$ cat src/rtl/multicycle_alu.sv
// Execute-stage ALU: operand muxes, single-cycle ops, iterative MULU/DIVU into HI/LO.
// Define MULTICYCLE_ALU_DIV_EN to build the restoring divider for DIVU.
module multicycle_alu #(
  parameter int WIDTH  = 32,
  parameter int IMM_W  = 16,
  parameter int JUMP_W = 26,
  parameter int PC_INC = 1
) (
  input  logic              clk,
  input  logic              reset,
  input  logic [WIDTH-1:0]  pc_out,
  input  logic [JUMP_W-1:0] jump_address,
  input  logic [IMM_W-1:0]  immediate,
  input  logic [WIDTH-1:0]  read_data1,
  input  logic [WIDTH-1:0]  read_data2,
  input  logic              alusrcA,
  input  logic [1:0]        alusrcB,
  input  logic [3:0]        alu_control,
  input  logic              start,
  output logic [WIDTH-1:0]  alu_result,
  output logic [WIDTH-1:0]  alu_out,
  output logic              zero_flag,
  output logic [WIDTH-1:0]  sign_extend,
  output logic              busy,
  output logic              done,
  output logic [WIDTH-1:0]  hi,
  output logic [WIDTH-1:0]  lo
);

  localparam int CW = $clog2(WIDTH);

  localparam logic [3:0] OP_AND  = 4'b0000;
  localparam logic [3:0] OP_OR   = 4'b0001;
  localparam logic [3:0] OP_ADD  = 4'b0010;
  localparam logic [3:0] OP_SUB  = 4'b0110;
  localparam logic [3:0] OP_SLT  = 4'b0111;
  localparam logic [3:0] OP_NOR  = 4'b1100;
  localparam logic [3:0] OP_MULU = 4'b1000;
  localparam logic [3:0] OP_DIVU = 4'b1001;

  localparam logic [1:0] IDLE = 2'd0;
  localparam logic [1:0] RUN  = 2'd1;
  localparam logic [1:0] DONE = 2'd2;

  logic [WIDTH-1:0] src_a;
  logic [WIDTH-1:0] src_b;
  logic [WIDTH-1:0] jump_target;
  logic             unused_pc_low;

  assign sign_extend = {{(WIDTH-IMM_W){immediate[IMM_W-1]}}, immediate};
  assign jump_target = {pc_out[WIDTH-1:JUMP_W+2], jump_address, 2'b00};
  assign unused_pc_low = ^pc_out[JUMP_W+1:0];
  assign src_a = alusrcA ? read_data1 : pc_out;

  always_comb begin
    src_b = read_data2;
    unique case (alusrcB)
      2'b00: src_b = read_data2;
      2'b01: src_b = WIDTH'(PC_INC);
      2'b10: src_b = sign_extend;
      2'b11: src_b = jump_target;
    endcase
  end

  always_comb begin
    alu_result = '0;
    case (alu_control)
      OP_AND: alu_result = src_a & src_b;
      OP_OR:  alu_result = src_a | src_b;
      OP_ADD: alu_result = src_a + src_b;
      OP_SUB: alu_result = src_a - src_b;
      OP_SLT: alu_result = {{(WIDTH-1){1'b0}},
                            $signed(src_a) < $signed(src_b)};
      OP_NOR: alu_result = ~(src_a | src_b);
      default: alu_result = '0;
    endcase
  end

  assign zero_flag = (alu_result == '0);

  logic [1:0]       state;
  logic [CW-1:0]    cnt;
  logic [WIDTH-1:0] opb;
  logic [WIDTH-1:0] acc_hi;
  logic [WIDTH-1:0] acc_lo;
  logic [WIDTH-1:0] nx_hi;
  logic [WIDTH-1:0] nx_lo;
  logic             launch_op;
  logic [WIDTH:0]   mul_sum;

  assign busy = (state == RUN);
  assign done = (state == DONE);

  // acc_lo holds the multiplier (MULU) or the dividend/quotient (DIVU)
  assign mul_sum = {1'b0, acc_hi} + (acc_lo[0] ? {1'b0, opb} : '0);

`ifdef MULTICYCLE_ALU_DIV_EN
  logic           is_div;
  logic [WIDTH:0] shl;

  assign launch_op = (alu_control == OP_MULU) ||
                     (alu_control == OP_DIVU);
  assign shl = {acc_hi, acc_lo[WIDTH-1]};

  always_comb begin
    nx_hi = mul_sum[WIDTH:1];
    nx_lo = {mul_sum[0], acc_lo[WIDTH-1:1]};
    if (is_div) begin
      if (shl >= {1'b0, opb}) begin
        nx_hi = WIDTH'(shl - {1'b0, opb});
        nx_lo = {acc_lo[WIDTH-2:0], 1'b1};
      end else begin
        nx_hi = shl[WIDTH-1:0];
        nx_lo = {acc_lo[WIDTH-2:0], 1'b0};
      end
    end
  end
`else
  assign launch_op = (alu_control == OP_MULU);

  always_comb begin
    nx_hi = mul_sum[WIDTH:1];
    nx_lo = {mul_sum[0], acc_lo[WIDTH-1:1]};
  end
`endif

  always_ff @(posedge clk or posedge reset) begin
    if (reset) begin
      alu_out <= '0;
      hi      <= '0;
      lo      <= '0;
      state   <= IDLE;
      cnt     <= '0;
      opb     <= '0;
      acc_hi  <= '0;
      acc_lo  <= '0;
`ifdef MULTICYCLE_ALU_DIV_EN
      is_div  <= 1'b0;
`endif
    end else begin
      alu_out <= alu_result;
      case (state)
        IDLE: begin
          if (start && launch_op) begin
            state  <= RUN;
            cnt    <= CW'(WIDTH-1);
            acc_hi <= '0;
            acc_lo <= src_a;
            opb    <= src_b;
`ifdef MULTICYCLE_ALU_DIV_EN
            is_div <= (alu_control == OP_DIVU);
`endif
          end
        end
        RUN: begin
          acc_hi <= nx_hi;
          acc_lo <= nx_lo;
          cnt    <= cnt - 1'b1;
          if (cnt == '0) begin
            state <= DONE;
            hi    <= nx_hi;
            lo    <= nx_lo;
          end
        end
        DONE:    state <= IDLE;
        default: state <= IDLE;
      endcase
    end
  end

endmodule

$ cat config.mk
export PLATFORM = sky130hd
export DESIGN_NAME = multicycle_alu
export DESIGN_NICKNAME = d
export VERILOG_FILES = /design/src/rtl/multicycle_alu.sv
export SDC_FILE = /design/constraint.sdc
export NUM_CORES = 1
export LEC_CHECK = 0
export CAP_MARGIN = 15
export CORE_MARGIN = 10
export CORE_UTILIZATION = 30
export CTS_CLUSTER_SIZE = 20
export DETAILED_ROUTE_END_ITERATION = 12
export PLACE_DENSITY = 0.49
export SYNTH_ARGS = -nofsm -noshare
export SYNTH_HDL_FRONTEND = slang
export SYNTH_SLANG_ARGS = --single-unit
export TNS_END_PERCENT = 10
$ cat constraint.sdc
create_clock -name clk -period 14.8 [get_ports clk]
set_input_delay 2.96 -clock clk [delete_from_list [all_inputs] [get_ports clk]]
set_output_delay 2.96 -clock clk [all_outputs]
set_load 0.02 [all_outputs]
==> qor.txt, run 1 <==
Arrival @ worst endpoint: 9060 ps
Resized Gates After CTS: 0
die area: 0.0620 sq mm
Final Slew Violations: 0
global-route wire length before repair: 96.6 mm
clk_skew: 12.4 ps
sequential area share after synthesis: 0.316
port buffer count: 310
setup violators final: 0
cell mode on critical path: nor4_1
die width: 249 um
# H-tree levels: 4
area fraction of the dominant cell type after synthesis: 0.316
Max FO, Critical Path: 34
GRT Resource Usage Total: 0.199
Worst R2R Setup Slack: 10530 ps
vias in the first global route: 15200
Max Fclk: 83.2 MHz
Syn Inst Count: 1946
Initial Util: 0.305
synth-to-layout area growth: 25.6%
Req. time, crit path: 11840 ps
worst-path cell chain: clkdlybuf4s50_1 -> buf_4 -> nor2_2 -> buf_4 -> a22oi_1 -> ha_1 -> nor4_1 -> nand2_1 -> a211oi_2 -> nor3_1 -> xnor2_1 -> o221ai_1 -> nor4_1 -> nand4_1 -> nor4_1 -> nand4b_1 -> nor4_2 -> clkdlybuf4s50_1
kind of critical path: input port to output port
CP endpoint: zero_flag
Std-Cell Rows: 83
root buffer cell: clkbuf_16
final period utilization: 0.812
Hold Crit Class: flip-flop to flip-flop
CTS tree: yes
Worst path max stage delay: 650 ps
synth unique cells: 86
RSZ-0062 raised after global routing: no
NumNets Final: 2434
hold path startpoint: opb[13]$_DFFE_PP0P_
Synth area leader: dfrtp_1
Detailed Place HPWL: 49.7 mm
Leakage: 8.66 nW
die height: 249 um
Placer Congestion: 0.936
deepest clock path buffer count: 2
run status: completed
register bit total from synthesis: 199
worst vdd ir: 67.4 uV
Worst R2R Start: acc_lo[0]$_DFFE_PP0P_
WL/cell: 22.4 um
cell at the slowest stage of the critical path: clkdlybuf4s50_1
crit path launch type: input port
ys flop type: dfrtp_1
Avg Synthesized Cell Area: 8.09 sq um
EDFF count, synth: 0
Overflow after GRT: 0
Hold Violations, Final: 0
first-pass iteration count of the detailed router: 5
reg2reg path depth: 13
Tmin final: 12020 ps
launch point of the critical path: alusrcB[1]
share of layout cells above drive strength 1: 0.0515
Setup TNS Final: 0 ps
final wirelength: 63.5 mm
Netlist Area Pre-Place: 0.0157 sq mm
CP Capture Type: output port
Vias/cell: 5.33
total power: 2.34 mW
initial antenna violation count: 2
Post-Syn Nets: 2236
instance area after placement: 0.0192 sq mm
via count: 15100
asr flop ratio synth: 1.00
Post-CTS Setup Repair Bufs: 0
Synth area leaders: dfrtp_1 32%, ha_1 11%, nand2_1 7.4%
clock buffer count from CTS: 17
pwr dens: 118 mW/mm^2
CTS Hold Bufs: 0
core area: 0.0516 sq mm
Worst R2R End: hi[30]$_DFFE_PP0P_
residual DRC count: 0
Worst-Margin Slew: 1030 ps
maximum number of pins on one net before global-route repair: 96
I/O Pins: 311
cell area after layout: 0.0198 sq mm
Max-Cap Viols: 0
CTS sink cnt: 199
Yosys warnings: 0
final core occ: 0.383
initial drt markers: 1242
Worst-path clk slew: 80 ps
clk_lat worst skew: 490 ps
ANT nets after route: 0
headroom to the max-slew limit: 0.308
==> cells in the mapped netlist (35+ instances only) <==
master	n
nor2_1	121
buf_4	36
nand3_1	53
dfrtp_1	199
o21ai_0	170
ha_1	139
mux2i_1	35
clkbuf_1	93
inv_1	112
nand2_1	309
a21oi_1	127
a22oi_1	62
==> cell families after synthesis <==
| family | count (synthesis) | share of synthesized area |
|---|---|---|
| multiplexers | 49 | 0.0323 |
| XOR/XNOR | 38 | 0.0211 |
| flip-flops | 199 | 0.316 |
| buffers and inverters | 267 | 0.0730 |
| AO/OA/AOI/OAI | 618 | 0.262 |
| AND/OR/NAND/NOR | 633 | 0.181 |
| adder cells (fa/ha/maj) | 142 | 0.114 |
==> how the worst min path moves through the flow <==
stage | to | slack (ps) | cells after the start
finish | opb[13]$_DFFE_PP0P_ | 470 | 2
global route | lo[23]$_DFFE_PP0P_ | 490 | 2
CTS | opb[8]$_DFFE_PP0P_ | 480 | 2
detailed placement | opb[8]$_DFFE_PP0P_ | 460 | 2
global placement | opb[27]$_DFFE_PP0P_ | 460 | 2
floorplan | opb[0]$_DFFE_PP0P_ | 440 | 2
==> cell type report <==
class	count	area (sq um)
timing repair buffer	332	3260
tap	680	851
antenna	1	2.50
multi-input combinational	1480	9650
inverter	114	435
fill	5298	31800
clock buffer	19	453
clock inverter	12	135
sequential	199	4980
==> power breakdown <==
group	switching (mW)	total, mW	internal, mW	leakage [nW]
clock	0.243	0.488	0.246	0.288
combinational	0.624	1.06	0.433	5.88
sequential	0.103	0.790	0.687	2.48
total	0.970	2.34	1.37	8.66
==> state kept, by name (all words and copies together), names as in the netlist <==
name	flops
cnt	5
acc_lo	32
state	2
alu_out	32
lo	32
opb	32
hi	32
acc_hi	32
==> metrics by stage <==
step           hold slack, ps  worst slack [ps]  cells
2_1_floorplan             442              4700   1946
3_3_place_gp              457              2860   2805
3_5_place_dp              462              2770   2805
4_1_cts                   481              2760   2836
5_1_grt                   495              2240   2837
6_report                  474              2780   2837
==> metal layers <==
layer,up-vias,track usage,part of all wire,wire (um)
met5,-,0,0,0
met4,0,0.0483,0.018,1140
met3,58,0.0460,0.061,3880
met2,436,0.311,0.45,28400
met1,7295,0.270,0.47,30000
li1,7329,-,-,-
==> placed cells by master (no fill, tap or decap), types with 16 or more instances in the layout <==
| cell type | synthesis | layout |
|---|---|---|
| a21oi_1 | 127 | 127 |
| o22ai_1 | 30 | 30 |
| o21ai_0 | 170 | 170 |
| mux2i_1 | 35 | 35 |
| a22oi_1 | 62 | 62 |
| nor3_1 | 25 | 24 |
| xnor2_1 | 24 | 24 |
| nand2_1 | 309 | 308 |
| a21o_1 | 28 | 28 |
| nor2_1 | 121 | 119 |
| buf_4 | 36 | 22 |
| and2_1 | 33 | 33 |
| nand3_1 | 53 | 52 |
| clkdlybuf4s50_1 | 0 | 308 |
| a31oi_1 | 20 | 20 |
| nor2b_1 | 16 | 16 |
| dfrtp_1 | 199 | 199 |
| inv_1 | 112 | 111 |
| o31ai_1 | 18 | 18 |
| ha_1 | 139 | 139 |
| clkbuf_16 | 0 | 17 |
==> worst max-delay path, delay by kind of cell <==
| family | cells | cell delay (ps) |
|---|---|---|
| XOR/XNOR | 1 | 160 |
| adder cells (fa/ha/maj) | 1 | 470 |
| AND/OR/NAND/NOR | 9 | 2440 |
| buffers and inverters | 4 | 1780 |
| AO/OA/AOI/OAI | 3 | 1190 |
(Power assumes the default switching activity.)
==> inputs of run 2 (changes only) <==
- clock period: 14.8 -> 11.35 ns (I/O delays scaled with it)
==> run 2 against run 1 <==
Compared with the run above:
- final cell count up 0.56%
- critical path depth down 2
- setup slack got worse by 2000 ps
- sequential power increased by 30%
- hold slack improved by 1.8 ps
- via count increased by 1.8%
- clock power up 34%
- non-clock buffer count rose by 16
- wire length up 0.50%
- combinational power grew 31%
- register-to-register slack got worse by 3400 ps
- global-route usage about the same
- critical path type unchanged
- largest cell class unchanged
- largest power group unchanged
- highest routed layer is now met5
==> qor.txt, run 2 (same netlist as run 1, synthesis figures left out) <==
setup violators final: 0
Arrival @ worst endpoint: 8310 ps
placement-stage worst setup slack: 719 ps
Max Fclk: 94.5 MHz
headroom to the max-slew limit: 0.328
deepest clock path buffer count: 2
reg2reg path depth: 13
I/O Pins: 311
first-pass iteration count of the detailed router: 5
root buffer cell: clkbuf_16
Detailed Place HPWL: 49.6 mm
Tmin final: 10580 ps
met1 WL: 29.6 mm
crit path launch type: input port
final core occ: 0.386
total power: 3.08 mW
CP Capture Type: output port
port buffer count: 310
RSZ-0062 raised after global routing: no
instance area after placement: 0.0193 sq mm
Worst Slack Setup Final: 767 ps
run status: completed
antenna diode count: 0
CTS sink cnt: 199
CTS tree: yes
maximum number of pins on one net before global-route repair: 131
GRT Resource Usage Total: 0.198
residual DRC count: 0
register area: 0.00498 sq mm
share of layout cells above drive strength 1: 0.0589
die width: 249 um
final period utilization: 0.932
placed cells: 2820
ANT nets after route: 0
Initial Util: 0.305
Req. time, crit path: 9080 ps
CTS Hold Bufs: 0
vias in the first global route: 14900
most frequent cells in the layout: 308 x nand2_1, 308 x clkdlybuf4s50_1, 199 x dfrtp_1
Layout Cells excl Fill: 2853
Worst-path clk slew: 80 ps
Worst-Margin Slew: 1010 ps
core area: 0.0516 sq mm
NumNets Final: 2450
synth-to-layout area growth: 26.5%
Hold Path Stages: 2
Max FO, Critical Path: 18
Leakage: 8.74 nW
final wirelength: 63.8 mm
die area: 0.0620 sq mm
area of the multi-input gates: 0.00965 sq mm
met2 wire len: 28.6 mm
kind of critical path: input port to output port
die height: 249 um
Std-Cell Rows: 83
Setup TNS Final: 0 ps
met3 WL post-DR: 3.83 mm
Hold WS: 476 ps
clk_skew: 10.8 ps
Hold Violations, Final: 0
# fillers: 5264
worst vdd ir: 74.5 uV
cell area after layout: 0.0199 sq mm
global-route wire length before repair: 95.9 mm
Worst R2R Setup Slack: 7100 ps
via count: 15400
Vias/cell: 5.39
clock buffer count from CTS: 17
# H-tree levels: 4
pwr dens: 154 mW/mm^2
initial antenna violation count: 1
Post-CTS Setup Repair Bufs: 0
Final Slew Violations: 0
Placer Congestion: 0.913
Resized Gates After CTS: 0
uppermost layer routed: met5
Max-Cap Viols: 0
clk_lat worst skew: 500 ps
initial drt markers: 1145
Hold Crit Class: flip-flop to flip-flop
Overflow after GRT: 0
WL/cell: 22.4 um
-- run 2: metal layers --
metal,global-route usage,vias to the layer above
li1,-,7343
met1,0.266,7448
met2,0.308,519
met3,0.0452,79
met4,0.0647,2
met5,0,-
-- run 2: cell type report --
cell class / instances / area share
tap: 680 / 0.0427
timing repair buffer: 348 / 0.171
clock buffer: 18 / 0.0221
sequential: 199 / 0.250
inverter: 114 / 0.0219
clock inverter: 14 / 0.00804
multi-input combinational: 1480 / 0.485
-- run 2: power breakdown --
| part | internal (mW) | total [mW] | switching (mW) |
|---|---|---|---|
| clock network | 0.318 | 0.652 | 0.334 |
| logic | 0.570 | 1.39 | 0.824 |
| registers | 0.896 | 1.03 | 0.134 |
-- run 2: worst max-delay path: stages --
cell and delay [ps]:
clkdlybuf4s50_1 710, nand2_1 610, nand2_1 100, a22oi_1 510
ha_1 530, or2_2 420, nor3_1 440, and3_1 240
a32oi_1 120, a41o_1 320, nor3b_2 310, nand4_1 200
nor4_1 500, nand4b_1 210, nor4_2 160, clkdlybuf4s50_1 650
-- run 2: final timing paths --
| path | startpoint | endpoint |
|---|---|---|
| setup / recovery | immediate[15] | zero_flag |
| hold / removal | lo[3]$_DFFE_PP0P_ | lo[3]$_DFFE_PP0P_ |
| setup reg to reg | acc_lo[0]$_DFFE_PP0P_ | hi[28]$_DFFE_PP0P_ |
| hold reg to reg | lo[3]$_DFFE_PP0P_ | lo[3]$_DFFE_PP0P_ |
| max in group asynchronous | reset | acc_hi[17]$_DFFE_PP0P_ |
| min in group asynchronous | reset | hi[28]$_DFFE_PP0P_ |
==> inputs of run 3 (changes only) <==
- RECOVER_POWER: not set -> 25
- clock period: 11.35 -> 12.8 ns (I/O delays scaled with it)
==> run 3 against run 2 <==
Compared with the run above:
- the run now ends with capacitance limit, slew limit left
- die area did not move
- clock skew is 2.1 ps higher
- first-iteration DRC count rose by 13%
- wire length is 0.38% higher
- via count decreased by 0.64%
- critical path depth unchanged
- register-to-register slack better by 660 ps
- combinational power shrank 12%
- non-clock buffer count shrank 14
- critical endpoint unchanged
- largest cell class unchanged
- highest routed layer is now met4
==> qor.txt, run 3 (same netlist as run 1, synthesis figures left out) <==
Worst-Margin Slew: 4130 ps
Setup TNS Final: 0 ps
clock buffer count from CTS: 17
port buffer count: 310
global-route wire length before repair: 96.5 mm
WL/cell: 22.5 um
pwr dens: 138 mW/mm^2
Worst R2R End: hi[31]$_DFFE_PP0P_
Hold Violations, Final: 0
core area: 0.0516 sq mm
Worst Slack Setup Final: 1610 ps
CP Capture Type: output port
worst vdd ir: 64.5 uV
setup violators final: 0
Worst R2R Start: state[0]$_DFFE_PP0P_
Placer Congestion: 0.924
share of layout cells above drive strength 1: 0.0514
initial drt markers: 1297
synth-to-layout area growth: 25.6%
GRT Resource Usage Total: 0.199
deepest clock path buffer count: 2
Post-CTS Setup Repair Bufs: 0
most common cell after layout, fill and taps aside: nand2_1
Worst R2R Setup Slack: 7760 ps
Initial Util: 0.305
I/O Pins: 311
Std-Cell Rows: 83
headroom to the max-slew limit: -1.77
clk_lat worst skew: 500 ps
kind of critical path: input port to output port
ANT nets after route: 0
Leakage: 8.65 nW
cell mode on critical path: nor4_1
CTS sink cnt: 199
launch point of the critical path: alusrcB[1]
Tmin final: 11190 ps
NumNets Final: 2436
Worst path max stage delay: 720 ps
die area: 0.0620 sq mm
CTS Hold Bufs: 0
CP endpoint: zero_flag
placement-stage worst setup slack: 1550 ps
first-pass iteration count of the detailed router: 5
reg2reg path depth: 6
run status: complete, but fails checks
RSZ-0062 raised after global routing: no
worst-path cell chain: clkdlybuf4s50_1 -> buf_4 -> a22oi_1 -> ha_1 -> nor4_1 -> nand2_1 -> a211oi_2 -> nor3_1 -> xnor2_1 -> o221ai_1 -> nor4_1 -> nand4_1 -> nor4_1 -> nand4b_1 -> nor4_2 -> clkdlybuf4s50_1
cell at the slowest stage of the critical path: clkdlybuf4s50_1
initial antenna violation count: 1
die width: 249 um
maximum number of pins on one net before global-route repair: 103
final wirelength: 64.0 mm
Detailed Place HPWL: 50.0 mm
Arrival @ worst endpoint: 8630 ps
Resized Gates After CTS: 0
via count: 15300
clk_skew: 12.9 ps
root buffer cell: clkbuf_16
Max Fclk: 89.4 MHz
most frequent cells in the layout: 308 x nand2_1, 307 x clkdlybuf4s50_1, 199 x dfrtp_1
Worst-path clk slew: 80 ps
final core occ: 0.383
Final Slew Violations: 239
residual DRC count: 0
CTS tree: yes
Vias/cell: 5.38
Hold Crit Class: flip-flop to flip-flop
Overflow after GRT: 0
Req. time, crit path: 10240 ps
Max FO, Critical Path: 24
die height: 249 um
crit path launch type: input port
# H-tree levels: 4
Max-Cap Viols: 3
violated checks: capacitance limit, slew limit
final period utilization: 0.874
vias in the first global route: 15000
[run 3: cell count changes in the layout (fill, tap and decap cells not counted), moves of 2 or more]
cell / delta
and2_0: +2
and2_1: -2
buf_4: -15
clkbuf_1: +3
inv_8: +2
[run 3: power by group]
part	internal [mW]	total [mW]	switching, mW
sequential	0.795	0.915	0.120
combinational	0.500	1.23	0.728
clock	0.284	0.578	0.294
total	1.58	2.72	1.14
[run 3: layout make-up]
cell class              instances  area, sq um
fillers                      5360        31800
multi-input cells            1480         9650
flip-flops and latches        199         4980
repair buffers                334         3270
well taps                     680          851
clock buffers                  19          443
inverters                     114          429
clock inverters                13          155
diodes                          1         2.50
[run 3: per-layer routing]
layer,GRT usage,vias up,wire (um)
li1,-,7327,-
met1,0.277,7478,30500
met2,0.313,445,29000
met3,0.0339,43,3480
met4,0.0480,0,1010
met5,0,-,0
[run 3: worst max-delay path: cells and delay by family]
| family | cells | cell delay, ps |
|---|---|---|
| AO/OA/AOI/OAI | 3 | 1240 |
| XOR/XNOR | 1 | 150 |
| adder cells (fa/ha/maj) | 1 | 530 |
| buffers and inverters | 3 | 1770 |
| AND/OR/NAND/NOR | 8 | 2360 |
[run 3: how the worst min path moves through the flow]
| stage | cells after the start | startpoint | to | slack (ps) |
|---|---|---|---|---|
| after floorplan | 2 | opb[0]$_DFFE_PP0P_ | opb[0]$_DFFE_PP0P_ | 440 |
| after global placement | 2 | opb[25]$_DFFE_PP0P_ | opb[25]$_DFFE_PP0P_ | 460 |
| after detailed placement | 2 | opb[25]$_DFFE_PP0P_ | opb[25]$_DFFE_PP0P_ | 460 |
| after CTS | 2 | opb[25]$_DFFE_PP0P_ | opb[25]$_DFFE_PP0P_ | 480 |
| after global routing | 2 | lo[14]$_DFFE_PP0P_ | lo[14]$_DFFE_PP0P_ | 500 |
| final | 2 | opb[22]$_DFFE_PP0P_ | opb[22]$_DFFE_PP0P_ | 480 |
[run 3: metrics by stage]
| step | hold WS (ps) | instance area (sq um) | total power, mW | std cells |
|---|---|---|---|---|
| 6_report | 475 | 19800 | 2.72 | 2840 |
| 5_1_grt | 503 | 19800 | 2.90 | 2840 |
| 4_1_cts | 480 | 19800 | 2.74 | 2839 |
| 3_5_place_dp | 462 | 19200 | 2.15 | 2807 |
| 3_3_place_gp | 457 | 19200 | 2.14 | 2807 |
| 2_1_floorplan | 442 | 15700 | 1.67 | 1946 |
==> patch 1: new RTL, settings of run 3 <==
Change the parameter `IMM_W` from 16 to 18.
--- a/src/rtl/multicycle_alu.sv
+++ b/src/rtl/multicycle_alu.sv
@@ -2,7 +2,7 @@
 // Define MULTICYCLE_ALU_DIV_EN to build the restoring divider for DIVU.
 module multicycle_alu #(
   parameter int WIDTH  = 32,
-  parameter int IMM_W  = 16,
+  parameter int IMM_W  = 18,
   parameter int JUMP_W = 26,
   parameter int PC_INC = 1
 ) (
Interface: changed (resized immediate); port bits go from 311 to 313. No check against the original RTL was run, so the function may have changed too.
==> patch 1 against run 3 <==
  * The flow still finishes with violations (capacitance limit, slew limit)
  * Wire length down 1.6%
  * Final area is 1.2% lower
  * Sequential cell count unchanged
  * Via count is 1.9% lower
  * Synthesized area fell by 2.1%
  * Count of clock-buffer cells in the layout did not move
  * Worst hold slack worse by 0.79 ps
  * Worst setup slack got worse by 560 ps
  * Total power shrank 1.9%
==> patch 1: results (changes against run 3) <==
peak fanout along the critical path=22 (-8.3%); Worst Tran Pin Value=3890 ps (-239 ps); Port Buffers=312 (+0.65%); nets@finish=2,406 (-1.2%); post-synthesis mux area share=3.69% (+0.47 points); Area contributors post-synth=dfrtp_1 (32%), ha_1 (11%), nand2_1 (7.4%), o21ai_0 (5.8%), a21oi_1 (3.7%); Vias/cell=5.34 (-0.75%); sequential fraction of the synthesis area=32.3% (+0.66 points); share of power burned in registers=34.2% (+0.6 points); Slew Limit Fails=286 (+20%); clock latency on the worst-skew pair=500 ps (about the same); maximum VDD drop=0.0742 mV (+15%); dpl ws=995 ps (-554 ps); Filler cells=5,276 (-1.6%); post-DP HPWL=49,100 um (-1.7%); failing checks=capacitance limit, slew limit; final wirelength=63,000 um (-1.6%); vias in the first global route=14,800 (-1.5%); CP max stage delay=830 ps (+110 ps); status=complete, but fails checks; Synth Area in Adders=11.6% (+0.16 points); first-pass GRT wire length=94,900 um (-1.6%); Final Total Pwr=2.67 mW (-1.9%); synth unique cells=78 (-9.3%); Hold Path End=opb[26]; setup slack, reg-to-reg=7720 ps (-40 ps); largest net degree at the start of global routing=111 (+7.8%); placed instance count=2,775 (-1.1%); Fin Hold WS=475 ps (-0.795 ps); Clock Skews=9.17 ps (-3.76 ps); Synth Net Count=2,198 (-1.7%); layout cells sized above 1=4.89% (-0.25 points); maxcap violations=4 (+1); Arr. time, crit path=9190 ps (+560 ps); leakage power=8.67 nW (+0.26%); total track usage=20.4% (+0.49 points); Post-Synth XOR/XNOR Area=2.10% (-0.013 points); Net Sw Frac=41.4% (-0.61 points); Initial DRT Pass Iterations=7 (+2); most frequent cells after synthesis=nand2_1 (303), dfrtp_1 (199), o21ai_0 (179), ha_1 (138), nor2_1 (119); Final Wtd Congestion=0.952 (+3.0%); Detailed Route Iter0 Violations=1,204 (-7.2%); drt wl/cell=22.4 um (-0.44%); Worst path slowest cell=a221oi_1; Root Buffer Master=clkbuf_16; HP Start=opb[26]; Placed Area=19,000 sq um (-1.2%)
==> patch 1: cell types whose count changed after synthesis, moves of 6 or more <==
| cell | delta |
|---|---|
| o31ai_1 | -7 |
| nor2b_1 | -10 |
| nor3_1 | -9 |
| a31oi_1 | -10 |
| clkbuf_1 | +7 |
| o21ai_0 | +9 |
| a21oi_1 | -14 |
| nand2_1 | -6 |
| and2_1 | +9 |
==> patch 1: cell type report <==
class	count	area (sq um)	share of cell area, %
Inverter	118	444	2.27
Timing Repair Buffer	341	3330	17.0
Sequential cell	199	4980	25.5
Clock inverter	12	136	0.698
Antenna cell	1	2.50	0.0128
Clock buffer	19	443	2.27
Multi-Input combinational cell	1438	9350	47.9
Tap cell	680	851	4.36
==> patch 1: per-layer routing <==
layer	vias to the layer above	routed length, um	share of wire, %	GRT usage [%]
met5	-	0	0	0
met4	0	1140	1.8	4.93
met3	47	3630	5.8	4.27
met2	488	28400	45	32.0
met1	7319	29800	47	28.1
li1	7154	-	-	-
==> patch 2: new RTL, settings of run 3 <==
Without the edit above. Put a register stage on the output `alu_result`. The value now appears one clock later. The other outputs are not delayed to match.
--- a/src/rtl/multicycle_alu.sv
+++ b/src/rtl/multicycle_alu.sv
@@ -42,6 +42,8 @@
   localparam logic [1:0] RUN  = 2'd1;
   localparam logic [1:0] DONE = 2'd2;
 
+  logic [WIDTH-1:0] alu_result_d;
+
   logic [WIDTH-1:0] src_a;
   logic [WIDTH-1:0] src_b;
   logic [WIDTH-1:0] jump_target;
@@ -63,20 +65,20 @@
   end
 
   always_comb begin
-    alu_result = '0;
+    alu_result_d = '0;
     case (alu_control)
-      OP_AND: alu_result = src_a & src_b;
-      OP_OR:  alu_result = src_a | src_b;
-      OP_ADD: alu_result = src_a + src_b;
-      OP_SUB: alu_result = src_a - src_b;
-      OP_SLT: alu_result = {{(WIDTH-1){1'b0}},
+      OP_AND: alu_result_d = src_a & src_b;
+      OP_OR:  alu_result_d = src_a | src_b;
+      OP_ADD: alu_result_d = src_a + src_b;
+      OP_SUB: alu_result_d = src_a - src_b;
+      OP_SLT: alu_result_d = {{(WIDTH-1){1'b0}},
                             $signed(src_a) < $signed(src_b)};
-      OP_NOR: alu_result = ~(src_a | src_b);
-      default: alu_result = '0;
+      OP_NOR: alu_result_d = ~(src_a | src_b);
+      default: alu_result_d = '0;
     endcase
   end
 
-  assign zero_flag = (alu_result == '0);
+  assign zero_flag = (alu_result_d == '0);
 
   logic [1:0]       state;
   logic [CW-1:0]    cnt;
@@ -138,7 +140,7 @@
       is_div  <= 1'b0;
 `endif
     end else begin
-      alu_out <= alu_result;
+      alu_out <= alu_result_d;
       case (state)
         IDLE: begin
           if (start && launch_op) begin
@@ -168,5 +170,9 @@
     end
   end
 
+  always_ff @(posedge clk) begin
+    alu_result <= alu_result_d;
+  end
+
 endmodule
 
Behaviour: not the same (a bounded check fails within 4 cycles, from zero or initial values and one cycle with reset high).
==> patch 2 against run 3 <==
  * The run still ends with capacitance limit, slew limit left
  * Total power up 5.6%
  * Sequential power rose by 3.3%
  * Sequential cell count rose by 32
  * Synthesized area increased by 6.9%
  * Count of clock-buffer cells in the layout up 24
  * Wire length is 8.9% higher
  * Critical path depth increased by 1
  * Final area increased by 7.5%
  * Worst setup slack better by 270 ps
  * Critical endpoint unchanged
==> patch 2: results (changes against run 3) <==
routed wl met3=4700 um (+35%); met3 usage=3.97% (+0.58 points); Clock Buffer Count=43 (+24); clock latency on the worst-skew pair=570 ps (+70 ps); # H-tree levels=1 (-3); status=complete, but fails checks; dpl ws=1810 ps (+261 ps); largest net degree at the start of global routing=100 (-2.9%); bufs w/o clock=338 (+1.2%); Final Wtd Congestion=0.919 (-0.56%); Area contributors post-synth=dfrtp_1 (30%), ha_1 (10%), nand2_1 (6.7%), o21ai_0 (4.3%), dfxtp_1 (3.8%); Synth Register Bits=231 (+16%); Vias/cell=5.40 (+0.21%); post-synthesis mux area share=3.26% (+0.038 points); sequential cell area=5620 sq um (+13%); leakage power=9.22 nW (+6.6%); synth unique cells=95 (+10%); final cell count without fillers=2,984 (+5.1%); antenna cells=0 (-1); Arr. time, crit path=8360 ps (-270 ps); fraction of area in multi-input gates=46.9% (-1.9 points); Synth Area in Adders=10.7% (-0.74 points); commonest non-fill, non-tap cell in the layout=clkdlybuf4s50_1; inverter count=118 (+3.5%); non-clk buf share=15.5% (-1.0 points); most frequent cells after synthesis=nand2_1 (300), dfrtp_1 (199), o21ai_0 (143), ha_1 (139), inv_1 (116); nets@finish=2,504 (+2.8%); met2 WL=32,100 um (+10%); maxcap violations=3 (unchanged); Clock-cell share=4.66% (+1.6 points); maximum VDD drop=0.104 mV (+61%); Post-Synth XOR/XNOR Area=1.93% (-0.19 points); Max Used Layer=met5; Slew Limit Fails=223 (-6.7%); post-DP HPWL=54,500 um (+9.0%); Clock Skews=11.9 ps (-1.02 ps); Initial DRT Pass Iterations=7 (+2); Worst Tran Pin Value=3960 ps (-170 ps); met2 Track Usage GR=32.9% (+1.5 points); failing checks=capacitance limit, slew limit; layout cells sized above 1=7.02% (+1.9 points); sequential fraction of the synthesis area=33.4% (+1.8 points); drt wl/cell=23.4 um (+3.7%)
[patch 2: worst max-delay path: stages]
cell and delay [ps]:
clkdlybuf4s50_1 460, buf_4 240, nor2_2 130, buf_4 280, a22oi_1 450, ha_1 430
a211oi_1 390, o211ai_1 260, a2111oi_0 770, nor2_1 190, a221oi_2 280, a211oi_1 110
a211o_2 350, nor4_2 270, nand4b_1 210, nor4_2 300, clkdlybuf4s50_1 670
[patch 2: power breakdown]
group	internal [mW]	total (mW)	switching (mW)	leakage [nW]
Clock	0.528	0.852	0.323	0.475
Combinational	0.430	1.08	0.647	6.08
Sequential	0.857	0.945	0.0882	2.66
Total	1.82	2.87	1.06	9.22
[patch 2: path summary, 6_finish.rpt]
check,endpoint,slack (ps),cells past startpoint,from
hold reg to reg,opb[8],470,2,opb[8]
max in group asynchronous,alu_out[7],5270,3,reset
hold / removal,opb[8],470,2,opb[8]
setup / recovery,zero_flag,1880,17,alusrcB[1]
min in group asynchronous,hi[29],3630,2,reset
setup reg to reg,hi[17],6180,7,state[0]
